[src/rtl/level_pkg.sv]
`default_nettype none
// ============================================================================
// Module      : level_pkg
// Description : Shared level-map geometry, collision probe indices, probe FSM
//               state encoding and the result record type.
// Revision    : 1.0 - initial release
// ============================================================================
package level_pkg;

  // Level map geometry in screen pixels
  localparam int GRID_SIZE = 32;
  localparam int MAP_LEFT  = 143;
  localparam int MAP_TOP   = 34;
  localparam int ROW_MAX   = 15;
  localparam int COL_MAX   = 19;

  // Probe order; the index doubles as the result bit position
  localparam logic [2:0] PRB_TL = 3'd0;
  localparam logic [2:0] PRB_TR = 3'd1;
  localparam logic [2:0] PRB_BL = 3'd2;
  localparam logic [2:0] PRB_BR = 3'd3;
  localparam logic [2:0] PRB_GL = 3'd4;
  localparam logic [2:0] PRB_GR = 3'd5;

  // Probe sequencer states
  localparam logic [1:0] ST_IDLE  = 2'd0;
  localparam logic [1:0] ST_PROBE = 2'd1;
  localparam logic [1:0] ST_DONE  = 2'd2;

  typedef struct packed {
    logic [3:0] hit;        // {BR,BL,TR,TL}
    logic       on_ground;  // GL | GR
  } probe_result_t;

endpackage
`default_nettype wire

[src/rtl/collision_probe_ctrl_if.sv]
`default_nettype none
// ============================================================================
// Module      : collision_probe_ctrl_if
// Description : Query handshake from the physics FSM plus the level map
//               collision read port, bundled for the probe sequencer.
//               master = physics FSM / map side, slave = probe sequencer.
// Revision    : 1.0 - initial release
// ============================================================================
interface collision_probe_ctrl_if #(
  parameter int COORD_W = 10
);
  logic               req;
  logic [COORD_W-1:0] pos_x;
  logic [COORD_W-1:0] pos_y;
  logic               busy;
  logic               done;
  logic [3:0]         hit;
  logic               on_ground;
  logic [COORD_W-1:0] probe_x;
  logic [COORD_W-1:0] probe_y;
  logic               probe_data;

  modport master (
    output req, pos_x, pos_y, probe_data,
    input  busy, done, hit, on_ground, probe_x, probe_y
  );

  modport slave (
    input  req, pos_x, pos_y, probe_data,
    output busy, done, hit, on_ground, probe_x, probe_y
  );
endinterface
`default_nettype wire

[src/rtl/collision_probe_ctrl_probe_point_gen.sv]
`default_nettype none
// ============================================================================
// Module      : probe_point_gen
// Description : Maps a probe index and sprite top-left position to the probe
//               point. Offsets are added one bit wider than the coordinate and
//               saturate to all-ones so an overflowing point lands off-map
//               (reported solid) instead of wrapping to the left/top edge.
// Revision    : 1.0 - initial release
// ============================================================================
module probe_point_gen
  import level_pkg::*;
#(
  parameter int COORD_W = 10,
  parameter int SPR_W   = 32,
  parameter int SPR_H   = 32
) (
  input  logic [2:0]         idx,
  input  logic [COORD_W-1:0] x,
  input  logic [COORD_W-1:0] y,
  output logic [COORD_W-1:0] px,
  output logic [COORD_W-1:0] py
);

  localparam logic [COORD_W:0] c_dx_right  = (COORD_W+1)'(SPR_W - 1);
  localparam logic [COORD_W:0] c_dy_bottom = (COORD_W+1)'(SPR_H - 1);
  localparam logic [COORD_W:0] c_dy_ground = (COORD_W+1)'(SPR_H);

  function automatic logic [COORD_W-1:0] sat_add(input logic [COORD_W-1:0] a,
                                                 input logic [COORD_W:0]   b);
    logic [COORD_W:0] s;
    s = {1'b0, a} + b;
    return s[COORD_W] ? {COORD_W{1'b1}} : s[COORD_W-1:0];
  endfunction

  logic [COORD_W-1:0] w_right;
  logic [COORD_W-1:0] w_bottom;
  logic [COORD_W-1:0] w_ground;

  // Saturated edge coordinates shared by the six probe points
  always_comb begin
    w_right  = sat_add(x, c_dx_right);
    w_bottom = sat_add(y, c_dy_bottom);
    w_ground = sat_add(y, c_dy_ground);
  end

  // Select the point for the requested probe index
  always_comb begin
    px = x;
    py = y;
    case (idx)
      PRB_TL: begin px = x;       py = y;        end
      PRB_TR: begin px = w_right; py = y;        end
      PRB_BL: begin px = x;       py = w_bottom; end
      PRB_BR: begin px = w_right; py = w_bottom; end
      PRB_GL: begin px = x;       py = w_ground; end
      PRB_GR: begin px = w_right; py = w_ground; end
      default: begin px = x;      py = y;        end
    endcase
  end

endmodule
`default_nettype wire

[src/rtl/collision_probe_ctrl.sv]
`default_nettype none
// ============================================================================
// Module      : collision_probe_ctrl
// Description : Sequences six collision probes for one sprite over the level
//               map collision port and reports corner hits and on-ground.
//               Results only change on the PROBE->DONE edge.
// Revision    : 1.0 - initial release
// ============================================================================
module collision_probe_ctrl
  import level_pkg::*;
#(
  parameter int SPR_W   = 32,
  parameter int SPR_H   = 32,
  parameter int COORD_W = 10
) (
  input  logic                   clk,
  input  logic                   rst_n,
  collision_probe_ctrl_if.slave  bus
);

  logic [1:0]         r_state;
  logic [2:0]         r_idx;
  logic [COORD_W-1:0] r_pos_x;
  logic [COORD_W-1:0] r_pos_y;
  logic [4:0]         r_work;      // samples for TL..GL; GR is folded in directly
  probe_result_t      r_result;
  logic               r_busy;
  logic               r_done;
  logic [COORD_W-1:0] r_probe_x;
  logic [COORD_W-1:0] r_probe_y;

  logic [2:0]         w_gen_idx;
  logic [COORD_W-1:0] w_gen_x;
  logic [COORD_W-1:0] w_gen_y;
  logic [COORD_W-1:0] w_px;
  logic [COORD_W-1:0] w_py;

  // In IDLE the first point comes from the live position so it can be driven on
  // the accept edge; during PROBE the latched position and next index are used
  always_comb begin
    if (r_state == ST_IDLE) begin
      w_gen_idx = PRB_TL;
      w_gen_x   = bus.pos_x;
      w_gen_y   = bus.pos_y;
    end else begin
      w_gen_idx = r_idx + 3'd1;
      w_gen_x   = r_pos_x;
      w_gen_y   = r_pos_y;
    end
  end

  probe_point_gen #(
    .COORD_W (COORD_W),
    .SPR_W   (SPR_W),
    .SPR_H   (SPR_H)
  ) u_point_gen (
    .idx (w_gen_idx),
    .x   (w_gen_x),
    .y   (w_gen_y),
    .px  (w_px),
    .py  (w_py)
  );

  // Probe sequencer: accept, step through six points, publish results
  always_ff @(posedge clk or negedge rst_n) begin
    if (!rst_n) begin
      r_state   <= ST_IDLE;
      r_idx     <= 3'd0;
      r_pos_x   <= '0;
      r_pos_y   <= '0;
      r_work    <= '0;
      r_result  <= '0;
      r_busy    <= 1'b0;
      r_done    <= 1'b0;
      r_probe_x <= '0;
      r_probe_y <= '0;
    end else begin
      case (r_state)
        ST_IDLE: begin
          if (bus.req) begin
            r_pos_x   <= bus.pos_x;
            r_pos_y   <= bus.pos_y;
            r_idx     <= PRB_TL;
            r_work    <= '0;
            r_probe_x <= w_px;
            r_probe_y <= w_py;
            r_busy    <= 1'b1;
            r_state   <= ST_PROBE;
          end
        end
        ST_PROBE: begin
          if (r_idx == PRB_GR) begin
            r_result.hit       <= r_work[3:0];
            r_result.on_ground <= r_work[PRB_GL] | bus.probe_data;
            r_busy             <= 1'b0;
            r_done             <= 1'b1;
            r_state            <= ST_DONE;
          end else begin
            r_work[r_idx] <= bus.probe_data;
            r_idx         <= r_idx + 3'd1;
            r_probe_x     <= w_px;
            r_probe_y     <= w_py;
          end
        end
        ST_DONE: begin
          r_done  <= 1'b0;
          r_state <= ST_IDLE;
        end
        default: begin
          r_busy  <= 1'b0;
          r_done  <= 1'b0;
          r_state <= ST_IDLE;
        end
      endcase
    end
  end

  assign bus.busy      = r_busy;
  assign bus.done      = r_done;
  assign bus.hit       = r_result.hit;
  assign bus.on_ground = r_result.on_ground;
  assign bus.probe_x   = r_probe_x;
  assign bus.probe_y   = r_probe_y;

endmodule
`default_nettype wire

[src/flat_wrapper.sv]
// flat-port wrapper written by rule: the top's interface ports become plain ports
module collision_probe_ctrl_flat import level_pkg::*;
#(
  parameter int SPR_W   = 32,
  parameter int SPR_H   = 32,
  parameter int COORD_W = 10
)
  (clk, rst_n, bus_req, bus_pos_x, bus_pos_y, bus_probe_data, bus_busy, bus_done, bus_hit, bus_on_ground, bus_probe_x, bus_probe_y);
  collision_probe_ctrl_if #(.COORD_W(COORD_W)) bus_i ();
  input  logic clk;
  input  logic rst_n;
  input wire logic [$bits(bus_i.req)-1:0] bus_req;
  input wire logic [$bits(bus_i.pos_x)-1:0] bus_pos_x;
  input wire logic [$bits(bus_i.pos_y)-1:0] bus_pos_y;
  input wire logic [$bits(bus_i.probe_data)-1:0] bus_probe_data;
  output wire logic [$bits(bus_i.busy)-1:0] bus_busy;
  output wire logic [$bits(bus_i.done)-1:0] bus_done;
  output wire logic [$bits(bus_i.hit)-1:0] bus_hit;
  output wire logic [$bits(bus_i.on_ground)-1:0] bus_on_ground;
  output wire logic [$bits(bus_i.probe_x)-1:0] bus_probe_x;
  output wire logic [$bits(bus_i.probe_y)-1:0] bus_probe_y;
  assign bus_i.req = bus_req;
  assign bus_i.pos_x = bus_pos_x;
  assign bus_i.pos_y = bus_pos_y;
  assign bus_i.probe_data = bus_probe_data;
  assign bus_busy = bus_i.busy;
  assign bus_done = bus_i.done;
  assign bus_hit = bus_i.hit;
  assign bus_on_ground = bus_i.on_ground;
  assign bus_probe_x = bus_i.probe_x;
  assign bus_probe_y = bus_i.probe_y;
  collision_probe_ctrl #(.SPR_W(SPR_W), .SPR_H(SPR_H), .COORD_W(COORD_W)) u_core (.clk(clk), .rst_n(rst_n), .bus(bus_i));
endmodule
[config.mk]
export PLATFORM = sky130hd
export DESIGN_NAME = collision_probe_ctrl_flat
export DESIGN_NICKNAME = d
export VERILOG_FILES = /design/src/rtl/level_pkg.sv /design/src/rtl/collision_probe_ctrl_if.sv /design/src/rtl/collision_probe_ctrl_probe_point_gen.sv /design/src/rtl/collision_probe_ctrl.sv /design/src/flat_wrapper.sv
export SDC_FILE = /design/constraint.sdc
export NUM_CORES = 1
export LEC_CHECK = 0
export ABC_AREA = 1
export CAP_MARGIN = 25
export CORE_MARGIN = 2
export CORE_UTILIZATION = 49
export CTS_CLUSTER_DIAMETER = 100
export DETAILED_ROUTE_END_ITERATION = 12
export GPL_TIMING_DRIVEN = 0
export MAX_ROUTING_LAYER = met4
export PLACE_DENSITY = 0.76
export SLEW_MARGIN = 25
export SYNTH_ARGS = -nofsm -noshare
export SYNTH_HDL_FRONTEND = slang
export SYNTH_HIERARCHICAL = 1
export SYNTH_SLANG_ARGS = --single-unit
[constraint.sdc]
create_clock -name clk -period 2.4 [get_ports clk]
set_clock_uncertainty 0.2 [all_clocks]
set_input_delay 0.6 -clock clk [delete_from_list [all_inputs] [get_ports clk]]
set_output_delay 0.6 -clock clk [all_outputs]
set_load 0.01 [all_outputs]
==> out/results.ini <==
[hold_path]
hold_class = flop to flop
whs_path_depth = 2

[setup_path]
crit_path_frequent_cell = nor2_1
max_stage_delay_ns = 0.43
crit_cells = 13
setup.worst_path.start_class = flop
r2r_cells = 13
critPathMaxFanout = 10
worstPathCellList = nor2_4 > inv_4 > buf_12 > o21ai_1 > nor2_1 > buf_4 > nand2_4 > nand3_2 > a21oi_2 > nor2_1 > nor2_1 > nand2_1 > nand2_1
worstSetupPathType = flop to flop
cp-end-kind = flop
worst_ep_arrival_time_ns = 2.45
cp.buffers_inverters = 3
slowest_stage = dfrtp_1
critical_path.top_delay_family = simple AND/OR/NAND/NOR gates
required_ns = 2.48

[pwr]
vdd_ir_drop_max_v = 0.000677
p_per_area_mw_per_mm2 = 1590
power.leakage_nw = 2.31
power_mw = 7.19

[final_layout]
antenna_cells = 0
layout-drive-gt1-share = 0.173
area_growth_pct = 31.9
utilization = 0.666
final_cell_area_mm2 = 0.00452
layout.nets = 586
fill_cells = 588

[clock_network]
htreeDepth = 3
clk_root_buffer_cell = clkbuf_8
cts.path.max_buffers = 2
clkLatencyLatePin_ns = 0.34
cts_tree = yes
cts_buffers = 9
clk_pin_slew_ns = 0.07
cts_num_sinks = 57

[yosys]
synth_compound_area_frac = 0.111
muxShareOfSynthArea = 0
synth_nets = 517
synth_top_family_by_area = simple AND/OR/NAND/NOR gates
ys_seq_elements = 57
ys_types = 35
synth_ff_type = dfrtp_1
synth_edf_count = 0
async_flop_share = 1.00
synthTopCellsByArea = dfrtp_1 42%, nand2_1 18%, nand3_1 7.6%
syn_inst = 486
yosys.area_share.simple = 0.346
yosysMostFrequentCell = nand2_1
synth_top_area_frac = 0.416
seq_area_frac_synth = 0.416
yosys_warnings = 6
synthAdderAreaFrac = 0.0255
synthTopCellsByCount = 168 x nand2_1, 57 x dfrtp_1, 55 x inv_1
avgSynthCellArea_um2 = 7.06
synth_top_cell_by_area = dfrtp_1
synth_xor_area_frac = 0.00766
syn_area_mm2 = 0.00343

[sta]
rsz0062_at_grt = yes
hold_viol_final = 0
report.final.slew_viol_count = 0
post-route-period-util = 0.987
clock.fmax_mhz = 422
setup_viol = 0
worstMarginPinSlew_ns = 0.410
period_minus_slack_ns = 2.37
max_slew_margin = 0.725
setup-tns-final_ns = 0

[global_routing]
antenna_found_initial = 0
grt_max_degree = 55
grt.total_usage = 0.242
grt_pass1_vias = 3155
grt_first_pass_wirelength_mm = 14.1
grt_overflow_total = 0

[place]
io_buffers = 50
gp_congestion = 0.886
postPlaceCellArea_mm2 = 0.00408
hpwl_mm = 5.98

[routing]
drtAntennaViolNets = 0
drc = 0
via_count = 3342
totalWireLength_mm = 8.49
drt_iter0_drc = 175
wl_per_cell_um = 12.9
vias_per_cell = 5.09
firstDrtPassIters = 5

[run_status]
status = completed

[die]
ios = 51
die_h_um = 87.7
rows = 30
start_util = 0.505
core_area_mm2 = 0.00679
die_x_um = 87.7
die-area_mm2 = 0.00768

[flow_run]
cap_viol_max_count = 0

## power breakdown
group | leakage [nW] | switching, mW | total, mW | internal [mW]
Combinational | 1.50 | 2.82 | 4.69 | 1.86
Sequential | 0.717 | 0.265 | 1.69 | 1.43
Clock | 0.0887 | 0.415 | 0.818 | 0.403
Total | 2.31 | 3.50 | 7.19 | 3.69
## metal layers
layer	global-route usage	wire length, um	share of wire
met1	0.308	3870	0.46
met2	0.386	4170	0.49
met3	0.0405	336	0.040
met4	0.0923	107	0.013
met5	-	0	0
## final timing paths
kind,from,endpoint,slack (ns)
max,u_core/r_state[1],u_core/bus.probe_y[8],0.03
min,u_core/bus.on_ground,u_core/bus.on_ground,0.27
max reg2reg,u_core/r_state[1],u_core/bus.probe_y[8],0.03
min reg2reg,u_core/bus.on_ground,u_core/bus.on_ground,0.27
max in group asynchronous,rst_n,u_core/r_state[0],1.14
min in group asynchronous,rst_n,u_core/bus.probe_y[9],0.40
## through the flow
| step | hold WS [ns] | setup WS, ns | cells |
|---|---|---|---|
| CTS | 0.279 | -0.0171 | 652 |
| global route | 0.314 | -0.0453 | 656 |
| global placement | 0.255 | -1.26 | 632 |
| finish | 0.271 | 0.0300 | 656 |
| floorplan | 0.104 | 0.0107 | 486 |
| detailed placement | 0.211 | -0.697 | 633 |
## tightest hold or removal path, stage by stage, from the launching register on
cell and delay (ns):
dfrtp_1 0.35, nand2_1 0.05, nand2_1 0.04
## repair_timing
action / 4_1_cts / 5_1_grt
resized for setup: 34 / 47
hold buffers: 1 / 0
endpoints found under the hold margin: 3 / 0
endpoints found under the setup margin: 20 / 20
cloned: 0 / 1
pin swaps: 3 / 7
setup buffers: 2 / 3
## cell type report
type / count / area (um^2) / area share
sequential: 57 / 1430 / 0.316
buffer: 16 / 131 / 0.0290
multi-input combinational: 354 / 1860 / 0.411
inverter: 60 / 230 / 0.0509
clock inverter: 6 / 42.5 / 0.00940
tap: 96 / 120 / 0.0265
timing repair buffer: 57 / 573 / 0.127
clock buffer: 10 / 138 / 0.0304
## state kept, by name, indices dropped and copies added (netlist names)
signal                cells
u_core/r_pos_y           10
u_core/bus.probe_y       10
u_core/r_work             5
u_core/r_pos_x           10
u_core/r_state            2
u_core/bus.done           1
u_core/bus.probe_x       10
u_core/bus.hit            4
u_core/bus.on_ground      1
u_core/r_idx              3
u_core/bus.busy           1
## layout by cell type (no fill, tap or decap), drive strengths merged
master and n:
nand4 4, ha 7, o22ai 1, and2 1, nand3 54, clkinv 4
nand3b 1, o211ai 1, xor2 3, a21oi 8, clkdlybuf4s50 49, inv 60
nor3 5, dfrtp 57, nand2 176, dlygate4sd3 1, o21ai 61, clkinvlp 2
clkbuf 12, or2 1, a21boi 1, buf 21, nor2 29, a22oi 1
## cells by family (layout without fill, tap and decap cells)
group,after synthesis,in the layout
AND/OR/NAND/NOR,270,271
AO/OA/AOI/OAI,73,73
flip-flops,57,57
adder cells (fa/ha/maj),7,7
buffers and inverters,76,149
XOR/XNOR,3,3
Power figures use the tool's default switching activity.
==> edit (config.mk and constraints unchanged) <==
`COORD_W` is set to 10 in 4 places; all go to 5.
--- a/src/rtl/collision_probe_ctrl_if.sv
+++ b/src/rtl/collision_probe_ctrl_if.sv
@@ -9,3 +9,3 @@
 interface collision_probe_ctrl_if #(
-  parameter int COORD_W = 10
+  parameter int COORD_W = 5
 );
--- a/src/rtl/collision_probe_ctrl_probe_point_gen.sv
+++ b/src/rtl/collision_probe_ctrl_probe_point_gen.sv
@@ -12,3 +12,3 @@
 #(
-  parameter int COORD_W = 10,
+  parameter int COORD_W = 5,
   parameter int SPR_W   = 32,
--- a/src/rtl/collision_probe_ctrl.sv
+++ b/src/rtl/collision_probe_ctrl.sv
@@ -13,3 +13,3 @@
   parameter int SPR_H   = 32,
-  parameter int COORD_W = 10
+  parameter int COORD_W = 5
 ) (
--- a/src/flat_wrapper.sv
+++ b/src/flat_wrapper.sv
@@ -5,3 +5,3 @@
   parameter int SPR_H   = 32,
-  parameter int COORD_W = 10
+  parameter int COORD_W = 5
 )
Ports: changed (resized bus_pos_x, bus_pos_y, bus_probe_x and bus_probe_y); port bits go from 51 to 31. The function was not compared with the original's and may differ.
==> edit against the original RTL <==
First-iteration DRC count decreased by 62%. Total power down 47%. Core utilization decreased by 0.32 points. Synthesized area decreased by 43%. Combinational power decreased by 54%. Sequential cell count is 20 lower. Synthesized cell count shrank 47%. Cell area decreased by 45%. Sequential power down 34%. Routed wire length is 53% lower. Worst setup slack better by 0.16 ns. Via count is 49% lower. Non-clock buffer count decreased by 34. Critical path type unchanged. Largest cell class is now sequential cells. Largest power group unchanged. Highest routed layer unchanged.
==> edit: results (changes against the original RTL) <==
- Status: complete, no violations (unchanged)
- P_leak: 1.32 nW (was 2.31 nW)
- Post-CTS setup buffers: 0 (was 2)
- Worst Hold Class: in2async (was reg2reg)
- Total global-route track usage: 20.7% (was 24.2%)
- Pre-antenna DRT Iters: 4 (was 5)
- Synth Area in XOR/XNOR: 0.448% (was 0.766%)
- Synth top area cells: dfrtp_1 (47%), nand2_1 (19%), o21ai_0 (6.1%) (was dfrtp_1 (42%), nand2_1 (18%), nand3_1 (7.6%))
- Synth top cells by count: nand2_1 (101), dfrtp_1 (37), inv_1 (30) (was nand2_1 (168), dfrtp_1 (57), inv_1 (55))
- TritonCTS buffer count: 5 (was 9)
- Worst-path fanout max: 10 (unchanged)
- Post-synth top flop: dfrtp_1 (unchanged)
- CTS resizes: 1 (was 34)
- Via count: 1,711 (was 3,342)
- Peak supply drop: 0.000760 V (was 0.000677 V)
- Syn_nets: 278 (was 517)
- NumNets Final: 316 (was 586)
- Global-route wire length before repair: 6890 um (was 14,100 um)
- Yosys warnings: 6 (unchanged)
- Wirelength per Cell: 11.7 um (was 12.9 um)
- GP Congestion: 0.880 (was 0.886)
- Clock tree buffer depth: 2 (unchanged)
- # diodes: 0 (unchanged)
- Slew margin rel.: 68.6% (was 72.5%)
- CTS root buffer: clkbuf_8 (unchanged)
- Netlist cell types: 23 (was 35)
- Fraction of layout instances using a drive strength above 1: 11.4% (was 17.3%)
- Port Buffers: 30 (was 50)
- DP HPWL: 2900 um (was 5980 um)
- Internal power: 2.18 mW (was 3.69 mW)
- Async set or reset register ratio after synthesis: 100% (unchanged)
- Worst-Skew Late Latency: 0.29 ns (was 0.34 ns)
- H-tree depth: 2 (was 3)
- Critical Path AT: 2.19 ns (was 2.45 ns)
- Initial antenna violation count: 0 (unchanged)
- Complex-gate fraction of the synthesized area: 8.70% (was 11.1%)
- Mux share of post-synthesis cell area: 0% (unchanged)
- Vias in the first global route: 1,612 (was 3,155)
- 1st-iter DRT viols: 67 (was 175)
- Sequential area share after synthesis: 47.3% (was 41.6%)
- Largest net degree at the start of global routing: 20 (was 55)
- Post-Synth Adder-Cell Area: 3.84% (was 2.55%)
- Clk pin slew, worst setup/hold paths: 0.07 ns (about the same)
## edit: cell types whose count changed after synthesis, sizes merged, moves of 8 or more
cell,delta
nand2,-71
dfrtp,-20
o21ai,-34
nor2,-14
a21oi,-8
nand3,-33
inv,-26
## edit: cell type report
cell class	count	area [sq um]
plain buffers	8	48.8
well taps	48	60.1
fillers	328	1260
repair buffers	31	323
clock buffers	6	82.6
multi-input cells	180	880
inverters	33	124
clock inverters	2	37.5
flip-flops and latches	37	926
## edit: worst paths after layout
kind                                    from                     to  slack [ns]  cells past startpoint
min in group clk           u_core/bus.hit[2]      u_core/bus.hit[2]        0.27                      2
max in group asynchronous              rst_n  u_core/bus.probe_x[4]        1.49                      2
setup / recovery           u_core/r_state[0]  u_core/bus.probe_y[1]        0.19                     13
hold / removal                         rst_n      u_core/r_pos_y[4]        0.07                      1
setup reg to reg           u_core/r_state[0]  u_core/bus.probe_y[1]        0.19                     13
hold reg to reg            u_core/bus.hit[2]      u_core/bus.hit[2]        0.27                      2
## edit: layer usage
layer | vias up | routed length (um) | global-route usage [%]
li1 | 878 | - | -
met1 | 782 | 1930 | 26.6
met2 | 45 | 1880 | 32.4
met3 | 6 | 169 | 4.00
met4 | 0 | 49 | 7.91
met5 | - | 0 | -
## edit: stage by stage
stage | cell area [sq um] | cells | setup slack, ns | util, % | hold slack (ns)
after global routing | 2480 | 345 | 0.00994 | 66.3 | 0.0888
final | 2480 | 345 | 0.193 | 66.3 | 0.0656
after detailed placement | 2340 | 337 | -0.0693 | 62.5 | 0.258
after global placement | 2320 | 336 | -0.307 | 61.9 | 0.252
after floorplan | 1960 | 258 | 0.253 | - | 0.104
after CTS | 2460 | 345 | 0.0794 | 65.8 | 0.0736
## edit: power groups by stage
stage	Sequential [mW]	Combinational, mW	Clock [mW]
finish	1.11	2.17	0.558
global route	1.14	2.47	0.603
CTS	1.11	2.09	0.572
detailed placement	1.12	2.05	0
global placement	1.11	2.00	0
floorplan	1.15	1.40	0
## edit: cells by family (layout without fill, tap and decap cells)
group / after synthesis / in the layout
compound gates: 29 / 29
buf+inv: 41 / 80
fa+ha+maj: 6 / 6
flops: 37 / 37
simple gates: 144 / 144
xor+xnor: 1 / 1
## edit: critical path, cell delays in order (launching register included)
cell     delay, ns
dfrtp_1       0.45
nor2_4        0.19
inv_1         0.09
buf_2         0.18
o21ai_1       0.21
inv_1         0.07
ha_1          0.27
inv_1         0.04
nor2_1        0.09
nand4_1       0.09
nand2_1       0.08
nand2_1       0.05
nand2_1       0.05
nand2_1       0.04
